===== src/rtl/alu_pkg.sv =====
// rtl/alu_pkg.sv - shared opcodes, arbiter state encoding and owner encoding
package alu_pkg;

  localparam logic [2:0] OP_ADD = 3'b000;
  localparam logic [2:0] OP_SUB = 3'b001;
  localparam logic [2:0] OP_MUL = 3'b010;
  localparam logic [2:0] OP_DIV = 3'b011;
  localparam logic [2:0] OP_EQ  = 3'b101;
  localparam logic [2:0] OP_GT  = 3'b110;

  typedef enum logic [1:0] {
    ST_IDLE  = 2'd0,
    ST_ISSUE = 2'd1,
    ST_WAIT  = 2'd2,
    ST_RESP  = 2'd3
  } arb_state_t;

  // Owner encoding doubles as the mode encoding: mode selects the side that owns priority.
  localparam logic OWN_MAN = 1'b0;
  localparam logic OWN_CPU = 1'b1;

endpackage


===== src/rtl/alu_arb_pick.sv =====
// rtl/alu_arb_pick.sv - combinational winner selection between manual and CPU requesters
module alu_arb_pick
  import alu_pkg::*;
#(
  parameter int STARVE_LIMIT = 4,
  parameter int CNT_W        = 3
) (
  input  logic             man_req,
  input  logic             cpu_req,
  input  logic             mode,
  input  logic [CNT_W-1:0] starve_cnt,
  output logic             grant,
  output logic             winner,
  output logic             prio_win
);

  localparam logic [CNT_W-1:0] LIMIT = CNT_W'(STARVE_LIMIT);

  logic contended;

  assign contended = man_req & cpu_req;
  assign grant     = man_req | cpu_req;

  // prio_win marks a priority-side grant made against a waiting opponent.
  always_comb begin
    winner   = OWN_MAN;
    prio_win = 1'b0;
    if (contended) begin
      if (starve_cnt == LIMIT) begin
        winner = ~mode;
      end else begin
        winner   = mode;
        prio_win = 1'b1;
      end
    end else if (cpu_req) begin
      winner = OWN_CPU;
    end else begin
      winner = OWN_MAN;
    end
  end

endmodule


===== src/rtl/alu_arbiter.sv =====
// rtl/alu_arbiter.sv - request/ack arbiter sharing one ALU between manual and CPU requesters
module alu_arbiter
  import alu_pkg::*;
#(
  parameter int DATA_W       = 8,
  parameter int OP_W         = 3,
  parameter int TIMEOUT      = 15,
  parameter int STARVE_LIMIT = 4
) (
  input  logic                clk,
  input  logic                rst,
  input  logic                mode,
  input  logic                man_req,
  input  logic                cpu_req,
  input  logic [DATA_W-1:0]   man_a,
  input  logic [DATA_W-1:0]   man_b,
  input  logic [DATA_W-1:0]   cpu_a,
  input  logic [DATA_W-1:0]   cpu_b,
  input  logic [OP_W-1:0]     man_op,
  input  logic [OP_W-1:0]     cpu_op,
  output logic                man_ack,
  output logic                cpu_ack,
  output logic [DATA_W-1:0]   alu_a,
  output logic [DATA_W-1:0]   alu_b,
  output logic [OP_W-1:0]     alu_op,
  output logic                alu_start,
  input  logic                alu_done,
  input  logic [2*DATA_W-1:0] alu_result,
  output logic [2*DATA_W-1:0] result,
  output logic                man_rsp_valid,
  output logic                cpu_rsp_valid,
  output logic                timeout_err,
  output logic                owner,
  output logic                busy
);

  localparam int SC_W = $clog2(STARVE_LIMIT + 1);
  localparam int WC_W = $clog2(TIMEOUT + 1);
  localparam logic [WC_W-1:0] WAIT_LAST = WC_W'(TIMEOUT - 1);

  arb_state_t      state;
  logic [SC_W-1:0] starve_cnt;
  logic [WC_W-1:0] wait_cnt;
  logic            grant;
  logic            winner;
  logic            prio_win;

  alu_arb_pick #(
    .STARVE_LIMIT (STARVE_LIMIT),
    .CNT_W        (SC_W)
  ) u_pick (
    .man_req    (man_req),
    .cpu_req    (cpu_req),
    .mode       (mode),
    .starve_cnt (starve_cnt),
    .grant      (grant),
    .winner     (winner),
    .prio_win   (prio_win)
  );

  always_ff @(posedge clk or posedge rst) begin
    if (rst) begin
      state         <= ST_IDLE;
      starve_cnt    <= '0;
      wait_cnt      <= '0;
      man_ack       <= 1'b0;
      cpu_ack       <= 1'b0;
      alu_a         <= '0;
      alu_b         <= '0;
      alu_op        <= '0;
      alu_start     <= 1'b0;
      result        <= '0;
      man_rsp_valid <= 1'b0;
      cpu_rsp_valid <= 1'b0;
      timeout_err   <= 1'b0;
      owner         <= OWN_MAN;
      busy          <= 1'b0;
    end else begin
      man_ack       <= 1'b0;
      cpu_ack       <= 1'b0;
      alu_start     <= 1'b0;
      man_rsp_valid <= 1'b0;
      cpu_rsp_valid <= 1'b0;
      case (state)
        ST_IDLE: begin
          if (grant) begin
            state      <= ST_ISSUE;
            busy       <= 1'b1;
            owner      <= winner;
            alu_start  <= 1'b1;
            starve_cnt <= prio_win ? starve_cnt + 1'b1 : '0;
            if (winner == OWN_CPU) begin
              alu_a   <= cpu_a;
              alu_b   <= cpu_b;
              alu_op  <= cpu_op;
              cpu_ack <= 1'b1;
            end else begin
              alu_a   <= man_a;
              alu_b   <= man_b;
              alu_op  <= man_op;
              man_ack <= 1'b1;
            end
          end
        end
        ST_ISSUE: begin
          state    <= ST_WAIT;
          wait_cnt <= '0;
        end
        ST_WAIT: begin
          // A genuine completion wins over the watchdog on the last WAIT cycle.
          if (alu_done || wait_cnt == WAIT_LAST) begin
            state       <= ST_RESP;
            result      <= alu_done ? alu_result : '0;
            timeout_err <= ~alu_done;
            if (owner == OWN_CPU) begin
              cpu_rsp_valid <= 1'b1;
            end else begin
              man_rsp_valid <= 1'b1;
            end
          end else begin
            wait_cnt <= wait_cnt + 1'b1;
          end
        end
        ST_RESP: begin
          state       <= ST_IDLE;
          busy        <= 1'b0;
          timeout_err <= 1'b0;
        end
        default: begin
          state <= ST_IDLE;
          busy  <= 1'b0;
        end
      endcase
    end
  end

endmodule


===== config.mk =====
export PLATFORM = sky130hd
export DESIGN_NAME = alu_arbiter
export DESIGN_NICKNAME = d
export VERILOG_FILES = /design/src/rtl/alu_pkg.sv /design/src/rtl/alu_arb_pick.sv /design/src/rtl/alu_arbiter.sv
export SDC_FILE = /design/constraint.sdc
export NUM_CORES = 1
export LEC_CHECK = 0
export BUFFER_PORTS_ARGS = -buffer_cell sky130_fd_sc_hd__buf_2
export CORE_ASPECT_RATIO = 0.6
export CORE_MARGIN = 8
export CORE_UTILIZATION = 54
export DETAILED_ROUTE_END_ITERATION = 7
export MAX_ROUTING_LAYER = met4
export PLACE_DENSITY = 0.93
export RECOVER_POWER = 100
export SLEW_MARGIN = 15
export SYNTH_ARGS = -nofsm -noshare
export SYNTH_HDL_FRONTEND = slang
export SYNTH_SLANG_ARGS = --single-unit

===== constraint.sdc =====
create_clock -name clk -period 2.5 [get_ports clk]
set_input_delay 0 -clock clk [delete_from_list [all_inputs] [get_ports clk]]
set_output_delay 0 -clock clk [all_outputs]
set_load 0.1 [all_outputs]

Word-level counts from Yosys, hierarchy flattened
Index checks and enable logic that the tools add are counted.
Word-level totals
  register bits after elaboration: 52
  bits in latches: 0
  memory bits (writable): 0
  bits in read-only memories: 0
  bits of input ports: 60
  output and inout port bits: 43
  logic and storage cells: 73
  memories: 0
Operators by class
  add/subtract/negate cells: 2
  multipliers: 0
  divide/modulo/power cells: 0
  magnitude comparators: 0
  equality and inequality tests: 8
  shift-type cells: 0
  muxes and demuxes: 33
  bitwise operators: 4
  reduce and logical (&&, ||, !) cells: 11
Operator list (number)
  2-to-1 mux 1 bit: 21
  2-to-1 mux 16 bit: 1
  2-to-1 mux 8 bit: 2
  AND reduction 2 bit: 6
  case mux 2 bit (4 select lines): 1
  case mux 4 bit (2 select lines): 1
  2-to-1 mux 3 bit: 2
  inequality test 2 bit (second input constant): 3
  nonzero test 2 bit: 3
  adder 4 x 1 -> 4 bit (second input constant): 1
  == test 2 bit (second input constant): 2
  == test 4 bit (second input constant): 1
  2-to-1 mux 2 bit: 2
  2-to-1 mux 4 bit: 1
  case mux 1 bit (2 select lines): 2
  adder 3 x 1 -> 3 bit (second input constant): 1
  == test 3 bit (second input constant): 1
  == test 2 x 1 -> 1 bit (second input constant): 1
  logical NOT 2 bit: 1
  inverter 1 bit: 2
  bitwise AND 1 bit: 1
  logical OR 1 bit: 1
  OR 1 bit: 1

Logic depth before layout (Yosys ltp)
  depth after elaboration: 6
  depth in mapped cells: 7
  gate-level depth less buffers: 6

Cells and area by module
Synthesis repeated with hierarchy kept, for this count alone.
Unflattened totals
  cell total of the unflattened synthesis: 198
  area total of the unflattened synthesis: 2303.5 um^2
Modules (own cells, without submodules)
  alu_arbiter: instances 1, cells an instance 192, area an instance 2260.9 um^2, seq. area each 1301.2 um^2
  alu_arb_pick: instances 1, cells an instance 6, area an instance 42.5 um^2, seq. area each 0.0 um^2

Least setup slack after synthesis
OpenSTA, ideal clock, no wires.
  kind: register to register
  from: register state[0]
  to: register state[1]
  library setup time: 0.125 ns
  arrival time: 1.435 ns
  required time: 2.375 ns
  path slack: 0.940 ns
  cell stages (with the launch flop): 6
  buffers on the path: 0
  clock period less this slack: 1.560 ns
  path through: dfrtp_1 -> inv_1 -> ha_1 -> and2b_1 -> a22oi_1 -> mux2_2
Between the ends
  longest elaborated chain between the ends: 3
  elaborated cells between the ends (all ways): 8
  those cells by class: eq/ne: 5; mux: 1; reduce/logical: 2
Ends and longest elaborated chain
  start: declaration: RTL line alu_arbiter.sv:41  | arb_state_t state;
  start signal: assignment: RTL line alu_arbiter.sv:63  | state <= ST_IDLE;
  start signal: assignment: RTL line alu_arbiter.sv:87  | state <= ST_ISSUE;
  start signal: assignment: RTL line alu_arbiter.sv:106  | state <= ST_WAIT;
  == test 2 bit / logical NOT 2 bit (equally long branches): RTL line alu_arbiter.sv:84  | case (state)
  inequality test 2 bit (no source line)
  AND reduction 2 bit (no source line)
Parallel ways exist; a longest one is shown, timed or not.
A chain may end at the register's enable or synchronous reset.

Final worst setup path
  from: register state[0]
  to: register alu_a[5]
Between the ends
  longest elaborated chain between the ends: 2
Ends and longest elaborated chain
  logical NOT 2 bit: RTL line alu_arbiter.sv:84
  AND reduction 2 bit (no source line)
  end signal: assignment: RTL line alu_arbiter.sv:93  | alu_a <= cpu_a;
  end signal: assignment: RTL line alu_arbiter.sv:98  | alu_a <= man_a;
  end: declaration: RTL line alu_arbiter.sv:23  | output logic [DATA_W-1:0] alu_a,
Every way passes these cells.

==> flow_metrics.py <==
metrics = {
    "final_layout": {
        "drive_gt1_share_pct": 21.4,
        "n_antenna_cell": 0,
        "regArea_um2": 1300,
        "nets": 455,
        "nFillCells": 423,
        "area_delta_synth_final_pct": 24.7,
        "multi_input_area_um2": 1390,
        "final_util_pct": 71.1,
        "fin_area_um2": 3670,
    },
    "critical_path": {
        "start_kind": "flip-flop",
        "crit_type": "flip-flop to flip-flop",
        "end_kind": "flip-flop",
        "cp.required_ns": 2.75,
        "arrival_ns": 2.24,
        "worstPathMaxFanout": 52,
    },
    "routing": {
        "postRouteWirelength_mm": 8.69,
        "dr.first_iter.drc_count": 239,
        "vias_per_cell": 6.28,
        "ant_nets": 0,
        "post_drt_wl_per_cell_um": 19.1,
        "firstDrtPassIters": 5,
        "num_vias": 2851,
        "drc": 0,
    },
    "placement": {
        "placed_area_um2": 3390,
        "dp_hpwl_mm": 5.79,
        "numPortBuffers": 102,
        "place.gp.congestion": 0.832,
    },
    "outcome": {
        "outcome": "complete, no violations",
    },
    "grt": {
        "grt_pass1_wl_mm": 14.2,
        "grtUsageTotal_pct": 21.5,
        "antenna_found_initial": 0,
        "grt_pass1_vias": 2795,
        "grt_overflow": 0,
        "grt_start_max_net_pins": 53,
    },
    "sta": {
        "maxSlewViolCount": 0,
        "fmax_mhz": 502,
        "rsz0062_at_grt": "false",
        "min_period_ns": 1.99,
        "skew_ns": 0.00928,
        "fin_crit_sh_pct": 79.7,
        "max_slew.worst_pin.slew_ns": 1.19,
        "fin_tns_setup_ns": 0,
        "hold_viol": 0,
        "setup_violations": 0,
        "maxSlewHeadroom_pct": 20.8,
    },
    "clock_network": {
        "clockBufferDepth": 2,
        "post_cts_buffers": 0,
        "tritoncts": "done",
        "cts_resized": 0,
        "clk_pin_slew_ns": 0.10,
        "root_buffer": "clkbuf_8",
        "clock_latency_ns": 0.31,
        "htree_levels": 2,
        "cts_buffers": 5,
        "cts.sinks": 52,
    },
    "worst_hold_path": {
        "hold_class": "input port to flip-flop",
    },
    "floorplan": {
        "start_util_pct": 57.0,
        "die_h_um": 73.1,
        "die_w_um": 111,
        "boundaryPins": 103,
        "die-area_um2": 8140,
        "placementRows": 20,
        "coreArea_um2": 5150,
    },
    "synth": {
        "syn_inst": 279,
        "async_flop_share_pct": 100,
        "synth-seq-area-share_pct": 44.3,
        "ys.flop_type": "dfrtp_1",
        "postSynthAreaPerCell_um2": 10.5,
        "synth_seq_cells": 52,
        "syn_area_um2": 2940,
        "netlist-cell-type-count": 37,
        "synth-edff-count": 0,
        "synth.net_count": 347,
        "yosysWarningCount": 0,
    },
    "run": {
        "drv_cap": 0,
    },
}
repair_timing:
item / in CTS / in global routing
hold buffers: 23 / 1
setup endpoints to repair: 0 / 0
endpoints found under the hold margin: 47 / 1
metal layers:
layer / wire, um / global-route usage, % / share of wire (%) / vias up
li1: - / - / - / 1298
met2: 4110 / 32.8 / 47 / 129
met5: 0 / - / 0 / -
met3: 641 / 5.75 / 7.4 / 8
met1: 3870 / 28.4 / 45 / 1416
met4: 66 / 3.67 / 0.76 / 0
worst paths after layout:
check                              start            end  slack [ns]  cells past startpoint
worst max-delay path            state[0]       alu_a[5]        0.51                      6
worst min register to register     owner  man_rsp_valid        0.49                      1
min in group asynchronous            rst      result[0]        0.45                      3
max in group asynchronous            rst       state[1]        0.82                      4
worst max register to register  state[0]       alu_a[5]        0.51                      6
worst min-delay path            man_a[6]       alu_a[6]       0.006                      3
synth_stat cells (3+ instances only):
master,count,area [um2]
and3_1,21,131
buf_6,4,45.0
o21ai_0,3,15.0
o22ai_1,3,18.8
clkbuf_1,9,33.8
mux2i_1,3,30.0
a21oi_1,21,105
o2111ai_1,19,166
ha_1,8,100
buf_2,12,60.1
inv_1,11,41.3
nor2_1,4,15.0
dfrtp_1,52,1300
nand2_1,8,30.0
and4b_1,19,190
nand3_1,21,105
buf_4,4,30.0
a22o_1,16,140
nor2b_1,3,18.8
o31ai_2,10,125
o31ai_1,9,67.6
layout make-up:
cell class	count	area share (%)
Clock buffer	5	1.88
Timing Repair Buffer	131	20.0
Multi-Input combinational cell	186	38.0
Sequential cell	52	35.5
Tap cell	66	2.25
Inverter	11	1.13
Clock inverter	3	1.26
registers in the layout, summed over array words and instances (netlist names):
signal         count
alu_b              8
cpu_ack            1
alu_a              8
state              2
starve_cnt         3
wait_cnt           4
alu_start          1
cpu_rsp_valid      1
timeout_err        1
owner              1
alu_op             3
man_ack            1
busy               1
man_rsp_valid      1
result            16
stage by stage:
| step | cells | setup WS (ns) | hold slack, ns |
|---|---|---|---|
| after detailed placement | 422 | 0.555 | 0.0812 |
| final | 454 | 0.507 | 0.00566 |
| after global routing | 454 | 0.396 | 0.00662 |
| after floorplan | 279 | 0.940 | 0.133 |
| after global placement | 422 | 0.651 | 0.0726 |
| after CTS | 453 | 0.528 | 0.00154 |
critical path, stage by stage (launching register included):
cell     delay (ns)
dfrtp_1        0.44
inv_1          0.11
ha_1           0.45
buf_4          0.46
and4b_1        0.27
a21oi_1        0.06
nand3_1        0.13
cells by family after synthesis:
group	after synthesis	synth area share [%]
AOI/OAI and AO/OA	91	24.9
and+or+nand+nor	83	18.3
DFF	52	44.3
buffers and inverters	41	7.66
adders and majority gates	8	3.41
muxes	4	1.40
cell usage in the layout (no fill, tap or decap), types with 2 or more instances in the layout:
| cell type | Yosys | routed |
|---|---|---|
| buf_2 | 12 | 59 |
| dfrtp_1 | 52 | 52 |
| clkbuf_1 | 9 | 43 |
| dlygate4sd3_1 | 0 | 24 |
| and3_1 | 21 | 21 |
| a21oi_1 | 21 | 21 |
| nand3_1 | 21 | 21 |
| o2111ai_1 | 19 | 19 |
| and4b_1 | 19 | 19 |
| a22o_1 | 16 | 16 |
| o31ai_1 | 9 | 12 |
| inv_1 | 11 | 11 |
| nand2_1 | 8 | 8 |
| ha_1 | 8 | 8 |
| o31ai_2 | 10 | 7 |
| clkbuf_8 | 0 | 5 |
| nor2_1 | 4 | 4 |
| buf_4 | 4 | 4 |
| mux2i_1 | 3 | 3 |
| nor2b_1 | 3 | 3 |
| o22ai_1 | 3 | 3 |
| o21ai_0 | 3 | 3 |
| o21ai_2 | 0 | 2 |
| nand2b_1 | 2 | 2 |
| and2_1 | 2 | 2 |
| a32o_1 | 2 | 2 |
Power is left out: the tool's default activity adds up to more than one toggle a clock period on the data nets, which glitch-free logic cannot reach.
